$ cat src/rtl/pipe_stage_skid_if.sv
// Handshake bundle between a pipeline stage register and its neighbours:
// upstream beat (valid/ready + IR/ctrl/payload) and downstream beat.
interface pipe_stage_skid_if #(
    parameter int IR_W      = 16,
    parameter int CTRL_W    = 8,
    parameter int PAYLOAD_W = 96
);
    logic                 in_valid;
    logic                 in_ready;
    logic [IR_W-1:0]      in_ir;
    logic [CTRL_W-1:0]    in_ctrl;
    logic [PAYLOAD_W-1:0] in_payload;

    logic                 out_valid;
    logic                 out_ready;
    logic [IR_W-1:0]      out_ir;
    logic [CTRL_W-1:0]    out_ctrl;
    logic [PAYLOAD_W-1:0] out_payload;

    // Environment side: drives the incoming beat and downstream ready.
    modport master (
        output in_valid, in_ir, in_ctrl, in_payload, out_ready,
        input  in_ready, out_valid, out_ir, out_ctrl, out_payload
    );

    // Stage side.
    modport slave (
        input  in_valid, in_ir, in_ctrl, in_payload, out_ready,
        output in_ready, out_valid, out_ir, out_ctrl, out_payload
    );
endinterface

$ cat src/rtl/pipe_stage_skid.sv
// Inter-stage pipeline register with a two-entry skid buffer, flush-to-bubble,
// optional RA-field override on capture and a saturating bubble counter.
module pipe_stage_skid #(
    parameter int                   IR_W      = 16,
    parameter logic [IR_W-1:0]      NOP_IR    = 16'hF000,
    parameter int                   CTRL_W    = 8,
    parameter logic [CTRL_W-1:0]    CTRL_NOP  = 8'h00,
    parameter int                   PAYLOAD_W = 96,
    parameter int                   RA_LO     = 9,
    parameter int                   RA_W      = 3,
    parameter int                   CNT_W     = 16
) (
    input  logic                clk,
    input  logic                reset,
    pipe_stage_skid_if.slave    bus,
    input  logic                flush,
    input  logic                mod_ra_en,
    input  logic [RA_W-1:0]     mod_ra,
    output logic [1:0]          occupancy,
    output logic [CNT_W-1:0]    bubble_cnt,
    input  logic                cnt_clr
);

    typedef enum logic [1:0] {EMPTY, ONE, TWO} state_t;
    typedef enum logic [1:0] {M_HOLD, M_IN, M_SKID, M_NOP} mainSel_t;
    typedef enum logic [1:0] {S_HOLD, S_IN, S_NOP} skidSel_t;

    typedef struct packed {
        logic [IR_W-1:0]      ir;
        logic [CTRL_W-1:0]    ctrl;
        logic [PAYLOAD_W-1:0] payload;
    } entry_t;

    localparam entry_t NOP_ENTRY = '{ir: NOP_IR, ctrl: CTRL_NOP, payload: '0};

    state_t   state, stateNext;
    mainSel_t mainSel;
    skidSel_t skidSel;
    entry_t   mainQ, skidQ, capEntry;
    logic     accept, pop;

    assign bus.in_ready  = (state != TWO);
    assign bus.out_valid = (state != EMPTY);
    assign accept        = bus.in_valid & bus.in_ready & ~flush;
    assign pop           = bus.out_valid & bus.out_ready;

    always_comb begin
        capEntry         = '{ir: bus.in_ir, ctrl: bus.in_ctrl, payload: bus.in_payload};
        if (mod_ra_en) begin
            capEntry.ir[RA_LO +: RA_W] = mod_ra;
        end
    end

    always_ff @(posedge clk or negedge reset) begin
        if (!reset) begin
            state <= EMPTY;
        end else begin
            state <= stateNext;
        end
    end

    // Flush overrides everything; a pop in that cycle needs no action because
    // downstream has already taken the head it sampled.
    always_comb begin
        stateNext = state;
        mainSel   = M_HOLD;
        skidSel   = S_HOLD;
        if (flush) begin
            stateNext = EMPTY;
            mainSel   = M_NOP;
            skidSel   = S_NOP;
        end else begin
            case (state)
                EMPTY: begin
                    if (accept) begin
                        mainSel   = M_IN;
                        stateNext = ONE;
                    end
                end
                ONE: begin
                    if (accept && pop) begin
                        mainSel   = M_IN;
                    end else if (accept) begin
                        skidSel   = S_IN;
                        stateNext = TWO;
                    end else if (pop) begin
                        mainSel   = M_NOP;
                        stateNext = EMPTY;
                    end
                end
                TWO: begin
                    if (pop) begin
                        mainSel   = M_SKID;
                        skidSel   = S_NOP;
                        stateNext = ONE;
                    end
                end
                default: begin
                    stateNext = EMPTY;
                    mainSel   = M_NOP;
                    skidSel   = S_NOP;
                end
            endcase
        end
    end

    // Vacated entries are refilled with the bubble so the outputs can be
    // driven straight from the main entry without gating.
    always_ff @(posedge clk or negedge reset) begin
        if (!reset) begin
            mainQ <= NOP_ENTRY;
            skidQ <= NOP_ENTRY;
        end else begin
            case (mainSel)
                M_IN:    mainQ <= capEntry;
                M_SKID:  mainQ <= skidQ;
                M_NOP:   mainQ <= NOP_ENTRY;
                default: mainQ <= mainQ;
            endcase
            case (skidSel)
                S_IN:    skidQ <= capEntry;
                S_NOP:   skidQ <= NOP_ENTRY;
                default: skidQ <= skidQ;
            endcase
        end
    end

    assign bus.out_ir      = mainQ.ir;
    assign bus.out_ctrl    = mainQ.ctrl;
    assign bus.out_payload = mainQ.payload;

    always_comb begin
        occupancy = 2'd0;
        case (state)
            ONE:     occupancy = 2'd1;
            TWO:     occupancy = 2'd2;
            default: occupancy = 2'd0;
        endcase
    end

    always_ff @(posedge clk or negedge reset) begin
        if (!reset) begin
            bubble_cnt <= '0;
        end else if (cnt_clr) begin
            bubble_cnt <= '0;
        end else if (bus.out_ready && !bus.out_valid && (bubble_cnt != '1)) begin
            bubble_cnt <= bubble_cnt + 1'b1;
        end
    end

    // Entries not holding a live beat must always carry the bubble.
    assert property (@(posedge clk) disable iff (!reset)
                     (state == EMPTY) |-> (mainQ == NOP_ENTRY));
    assert property (@(posedge clk) disable iff (!reset)
                     (state != TWO) |-> (skidQ == NOP_ENTRY));

endmodule
$ cat src/flat_wrapper.sv
// flat-port wrapper written by rule: the top's interface ports become plain ports
module pipe_stage_skid_flat 
#(
    parameter int                   IR_W      = 16,
    parameter logic [IR_W-1:0]      NOP_IR    = 16'hF000,
    parameter int                   CTRL_W    = 8,
    parameter logic [CTRL_W-1:0]    CTRL_NOP  = 8'h00,
    parameter int                   PAYLOAD_W = 96,
    parameter int                   RA_LO     = 9,
    parameter int                   RA_W      = 3,
    parameter int                   CNT_W     = 16
)
  (clk, reset, flush, mod_ra_en, mod_ra, occupancy, bubble_cnt, cnt_clr, bus_in_valid, bus_in_ir, bus_in_ctrl, bus_in_payload, bus_out_ready, bus_in_ready, bus_out_valid, bus_out_ir, bus_out_ctrl, bus_out_payload);
  pipe_stage_skid_if #(.IR_W(IR_W), .CTRL_W(CTRL_W), .PAYLOAD_W(PAYLOAD_W)) bus_i ();
  input  logic clk;
  input  logic reset;
  input  logic flush;
  input  logic mod_ra_en;
  input  logic [RA_W-1:0] mod_ra;
  output logic [1:0] occupancy;
  output logic [CNT_W-1:0] bubble_cnt;
  input  logic cnt_clr;
  input wire logic [$bits(bus_i.in_valid)-1:0] bus_in_valid;
  input wire logic [$bits(bus_i.in_ir)-1:0] bus_in_ir;
  input wire logic [$bits(bus_i.in_ctrl)-1:0] bus_in_ctrl;
  input wire logic [$bits(bus_i.in_payload)-1:0] bus_in_payload;
  input wire logic [$bits(bus_i.out_ready)-1:0] bus_out_ready;
  output wire logic [$bits(bus_i.in_ready)-1:0] bus_in_ready;
  output wire logic [$bits(bus_i.out_valid)-1:0] bus_out_valid;
  output wire logic [$bits(bus_i.out_ir)-1:0] bus_out_ir;
  output wire logic [$bits(bus_i.out_ctrl)-1:0] bus_out_ctrl;
  output wire logic [$bits(bus_i.out_payload)-1:0] bus_out_payload;
  assign bus_i.in_valid = bus_in_valid;
  assign bus_i.in_ir = bus_in_ir;
  assign bus_i.in_ctrl = bus_in_ctrl;
  assign bus_i.in_payload = bus_in_payload;
  assign bus_i.out_ready = bus_out_ready;
  assign bus_in_ready = bus_i.in_ready;
  assign bus_out_valid = bus_i.out_valid;
  assign bus_out_ir = bus_i.out_ir;
  assign bus_out_ctrl = bus_i.out_ctrl;
  assign bus_out_payload = bus_i.out_payload;
  pipe_stage_skid #(.IR_W(IR_W), .NOP_IR(NOP_IR), .CTRL_W(CTRL_W), .CTRL_NOP(CTRL_NOP), .PAYLOAD_W(PAYLOAD_W), .RA_LO(RA_LO), .RA_W(RA_W), .CNT_W(CNT_W)) u_core (.clk(clk), .reset(reset), .bus(bus_i), .flush(flush), .mod_ra_en(mod_ra_en), .mod_ra(mod_ra), .occupancy(occupancy), .bubble_cnt(bubble_cnt), .cnt_clr(cnt_clr));
endmodule
$ cat config.mk
export PLATFORM = sky130hd
export DESIGN_NAME = pipe_stage_skid_flat
export DESIGN_NICKNAME = d
export VERILOG_FILES = /design/src/rtl/pipe_stage_skid_if.sv /design/src/rtl/pipe_stage_skid.sv /design/src/flat_wrapper.sv
export SDC_FILE = /design/constraint.sdc
export NUM_CORES = 1
export LEC_CHECK = 0
export CAP_MARGIN = 20
export CORE_ASPECT_RATIO = 1.5
export CORE_MARGIN = 8
export CORE_UTILIZATION = 49
export CTS_CLUSTER_DIAMETER = 200
export CTS_CLUSTER_SIZE = 40
export DETAILED_ROUTE_END_ITERATION = 16
export GPL_ROUTABILITY_DRIVEN = 0
export PLACE_DENSITY = 0.79
export SLEW_MARGIN = 20
export SYNTH_ARGS = -nofsm -noshare
export SYNTH_HDL_FRONTEND = slang
export SYNTH_SLANG_ARGS = --single-unit
$ cat constraint.sdc
create_clock -name clk -period 4.53 [get_ports clk]
set_input_delay 0.906 -clock clk [delete_from_list [all_inputs] [get_ports clk]]
set_output_delay 0.906 -clock clk [all_outputs]
set_load 0.005 [all_outputs]
# Word level (Yosys, flattened, before mapping)
# Index checks and enable logic that the tools add are counted.
[word_totals]
inputBits = 130
out_inout_bits = 140
reg_bits = 258
wordCells = 59
[op_classes]
eq_ne = 13
reduce_logical = 10
muxes = 23
n_addsub = 1
bitwise_logic = 4
[ops]
columns = ["cell", "n"]
rows = [
  ["120-bit one-hot mux with 3 select lines", 1],
  ["120-bit one-hot mux with 2 select lines", 1],
  ["16-bit two-way mux", 2],
  ["2-bit two-way mux", 13],
  ["2-bit one-hot mux with 3 select lines", 3],
  ["16-bit by 1-bit adder with 16-bit output, second input constant", 1],
  ["16-bit != test, second input constant", 1],
  ["2-bit == test, second input constant", 4],
  ["2-bit by 1-bit == test with 1-bit output, second input constant", 3],
  ["3-bit by 2-bit != test with 1-bit output, second input constant", 2],
  ["2-bit nonzero test", 3],
  ["4-bit by 2-bit != test with 1-bit output, second input constant", 1],
  ["2-bit one-hot mux with 2 select lines", 1],
  ["4-bit AND reduction", 1],
  ["1-bit bitwise AND", 3],
  ["1-bit logical AND", 3],
  ["3-bit two-way mux", 1],
  ["3-bit != test, second input constant", 1],
  ["3-bit nonzero test", 1],
  ["2-bit zero test", 1],
  ["2-bit != test, second input constant", 1],
  ["1-bit zero test", 1],
  ["1-bit two-way mux", 1],
  ["1-bit inverter", 1],
]

# Depth between registers and ports, before layout
[logic_depth]
depth_word = 9
depth_mapped = 8
ltp_nobuf = 6

# Worst setup path before layout
# No wires, ideal clock.
[synth_path]
path_type = "input to register"
startpoint = "in bus_out_ready"
endpoint = "reg u_core.skidQ[22] (netlist bit)"
required_time_ns = 4.394
path_buffers = 3
setup_time_ns = 0.136
stages = 7
arrival_time_ns = 2.320
setup_slack_ns = 2.075
path_cell_list = "o21ai_0 > nand2b_1 > ha_1 > clkbuf_1 > clkbuf_1 > clkbuf_1 > o21ai_0"
[synth_between]
elab_chain_len = 7
word_cells_on_any_way = 10
cone_classes = "eq/ne: 2; mux: 5; bitwise: 1; reduce/logical: 2"
[synth_lines]
columns = ["item", "line_no", "text"]
rows = [
  ["start, declared", "flat_wrapper.sv:27", "input wire logic [$bits(bus_i.out_ready)-1:0] bus_out_ready;"],
  ["1-bit bitwise AND *", "pipe_stage_skid.sv:45", "assign pop = bus.out_valid & bus.out_ready;"],
  ["1-bit logical AND", "pipe_stage_skid.sv:81", "if (accept && pop) begin"],
  ["2-bit two-way mux", "pipe_stage_skid.sv:81", ""],
  ["2-bit one-hot mux with 3 select lines *", "pipe_stage_skid.sv:73", "case (state)"],
  ["2-bit two-way mux *", "pipe_stage_skid.sv:68", "if (flush) begin"],
  ["2-bit == test / 2-bit by 1-bit == test with 1-bit output (equally long branches)", "pipe_stage_skid.sv:120", "case (skidSel)"],
  ["120-bit one-hot mux with 2 select lines / 2-bit nonzero test (equally long branches)", "n/a", ""],
  ["end signal, assigned", "pipe_stage_skid.sv:121", "S_IN: skidQ <= capEntry;"],
  ["end signal, assigned", "pipe_stage_skid.sv:123", "default: skidQ <= skidQ;"],
  ["end, declared", "pipe_stage_skid.sv:39", "entry_t mainQ, skidQ, capEntry;"],
]
# Mark *: on every way between the ends. The rest lies on a longest branch, timed or not.
# A chain may end at the register's enable or synchronous reset.

# Worst setup path after layout
[layout_path]
startpoint = "reg u_core.state[0]"
endpoint = "out occupancy[1]"
[layout_between]
elab_chain_len = 2
word_cells_on_any_way = 3
cone_classes = "eq/ne: 2; mux: 1"
[layout_lines]
columns = ["item", "line_no", "text"]
rows = [
  ["start, declared", "pipe_stage_skid.sv:36", "state_t state, stateNext;"],
  ["start signal, assigned", "pipe_stage_skid.sv:58", "state <= stateNext;"],
  ["2-bit == test / 2-bit by 1-bit == test with 1-bit output (equally long branches)", "pipe_stage_skid.sv:134", "case (state)"],
  ["2-bit one-hot mux with 2 select lines *", "pipe_stage_skid.sv:134", ""],
  ["end, declared", "flat_wrapper.sv:20", "output logic [1:0] occupancy;"],
]
# Marked as above.

==> flow_metrics.tcl <==
set metrics [dict create \
    status "finished clean" \
    reg2reg_depth 5 \
    post-cts-setup-buffers 0 \
    ir_drop_v 0.000353 \
    pwr-share-clk 0.246 \
    sequentialPowerShare 0.559 \
    clock_insertion_delay_worst_skew_ns 0.49 \
    synthCells 1036 \
    p_leak_nw 5.99 \
    ctsResizeCount 0 \
    grt_usage 0.202 \
    async_reset_ff_frac 1.00 \
    dp_hpwl_um 19900 \
    power.total_mw 4.76 \
    fin_area_um2 14800 \
    synth-main-ff-cell "dfrtp_1" \
    yosys-top-cells-count "250 x dfrtp_1, 126 x nand2_1, 123 x o21ai_0" \
    cp.depth 3 \
    routed_wl_um 29600 \
    wl_met3_um 1460 \
    pin_count 270 \
    hp-class "input pin to async pin" \
    yosysSeqAreaShare 0.560 \
    instances_no_fill 1570 \
    intPower_mw 3.48 \
    grt_pass1_vias 8908 \
    cp.buffers_inverters 2 \
    synth-edff-count 0 \
    row_count 69 \
    synth_top_area_frac 0.542 \
    finalSetupTns_ns 0 \
    dp_cells 1555 \
    cap_violations 0 \
    die_y_um 204 \
    cts_made_buffers 10 \
    grt_pass1_wl_um 47500 \
    fin_nets 1381 \
    hold_viol_final 0 \
    utilization 0.631 \
    synth_nets 1168 \
    antenna_found_initial 0 \
    clk_pin_slew_worst_paths_ns 0.15 \
    cts_tree "yes" \
    synth.area.top_cells "dfrtp_1 54%, mux2i_1 10%, o2bb2ai_1 8.8%, nand2b_1 6.2%, o21ai_0 5.3%" \
    max_slew_margin 0.383 \
    setup_slack_ns 1.80 \
    cp_slowest_stage_delay_ns 0.51 \
    synth.distinct_cells 45 \
    vias 8456 \
    cp.arrival_ns 1.82 \
    preCtsSetupSlack_ns 1.30 \
    end_kind "primary output" \
    p_sw_frac 0.268 \
    drtIter0Drc 512 \
    grt_overflow 0 \
    syn_area_per_cell_um2 11.1 \
    drive_gt1_frac 0.0360 \
    cts_hold_buffers 0 \
    startpoint_type "flop" \
    yosys.area.top_type "dfrtp_1" \
    firstDrtPassIters 6 \
    p_comb_frac 0.195 \
    areaGrowthSynthToFinish_pct 27.9 \
    fmax_mhz 367 \
    setup_viol 0 \
    synth.most_common_cell "dfrtp_1" \
    portBuffers 269 \
    finalMaxSlewViolations 0 \
    ant_nets 0 \
    highest_layer "met4" \
    grt_setup_unrepaired "no" \
    diodes 0 \
    wl_per_cell_um 18.9 \
    cp_slowest_cell "clkdlybuf4s50_1" \
    met2_wirelength_um 14800 \
    start_util 0.493 \
    clock_sinks 258 \
    drcViolationCount 0 \
    coreArea_um2 23400 \
    crit_type "flop to primary output" \
    post_dp_cell_area_um2 14400 \
    finalCritPeriodShare 0.602 \
    root_buffer "clkbuf_16" \
    htree_levels 1 \
    final.min_clock_period_ns 2.73 \
    viasPerCell 5.39 \
    holdWs_ns 0.323 \
    cp_max_fo 9 \
    skew_ns 0.0288 \
    wl_met1_um 12400 \
    ys_seq_elements 258 \
    syn_area_um2 11500 \
    cp.required_ns 3.62 \
    p_per_area_nw_per_um2 322 \
    path_delay_family "buffers and inverters" \
    switching_power_mw 1.28 \
    cts_buffer_depth 3 \
    grt_max_degree 136 \
    path_cells "nand2b_1 > inv_1 > clkdlybuf4s50_1" \
    dieArea_um2 28800 \
    worst_slew_pin_slew_ns 0.925 \
    chipWidth_um 141 \
    ys_warn_count 0 \
]
==> logic make-up (layout without fill, tap and decap cells) <==
family	after synthesis	count (layout)	synth area share
compound gates	258	258	0.154
xor+xnor	11	11	0.00835
fa+ha+maj	2	2	0.00217
buf+inv	84	299	0.0358
flops	258	258	0.560
mux	123	123	0.107
simple gates	300	300	0.132
==> per-layer routing <==
metal | vias up | GRT usage
li1 | 4046 | -
met3 | 45 | 0.0334
met5 | - | 0
met1 | 4158 | 0.248
met4 | 0 | 0.0716
met2 | 207 | 0.351
==> power by group through the flow <==
stage | registers (mW) | clock network (mW) | logic, mW
4_1_cts | 2.66 | 1.21 | 0.944
3_5_place_dp | 2.70 | 0 | 0.940
6_report | 2.66 | 1.17 | 0.930
3_3_place_gp | 2.70 | 0 | 0.918
2_1_floorplan | 2.68 | 0 | 0.421
5_1_grt | 2.69 | 1.28 | 1.02
==> final cells by class <==
class                      count  area, um2
fill                        1869       8630
clock inverter                 1       30.0
sequential                   258       6470
timing repair buffer         282       2890
clock buffer                  13        283
tap                          319        399
inverter                       3       11.3
multi-input combinational    694       4680
==> registers in the layout, summed over array words and instances (netlist names) <==
signal,count
u_core.bubble_cnt,16
u_core.bus.out_ctrl,8
u_core.bus.out_ir,16
u_core.bus.out_payload,96
u_core.skidQ,120
u_core.state,2
==> path summary, 6_finish.rpt <==
kind                                               from                                      to  slack, ns
setup / recovery            u_core.state[0]$_DFFE_PN0P_                            occupancy[1]       1.80
hold reg to reg            u_core.skidQ[89]$_DFFE_PN0P_  u_core.bus.out_payload[89]$_DFFE_PN0P_       0.48
max in group asynchronous                         reset            u_core.skidQ[58]$_DFFE_PN0P_       3.16
setup reg to reg            u_core.state[1]$_DFFE_PN0P_           u_core.skidQ[103]$_DFFE_PN0P_       2.09
hold / removal                                    reset  u_core.bus.out_payload[85]$_DFFE_PN0P_       0.32
min in group clk           u_core.skidQ[89]$_DFFE_PN0P_  u_core.bus.out_payload[89]$_DFFE_PN0P_       0.48
==> layout by cell type, fill, tap and decap left out, types with 7 or more instances in the layout <==
master           Yosys  layout
o2bb2ai_1          116     116
nor2_1              20      20
nand2b_1           115     115
a21oi_1              7       7
xnor2_1             10      10
clkbuf_16            0      11
o21ai_0            123     123
mux2i_1            116     116
dfstp_2              8       8
clkdlybuf4s50_1      0     268
nand2_1            126     125
dfrtp_1            250     250
No activity file was read; power rests on OpenSTA's default activity.
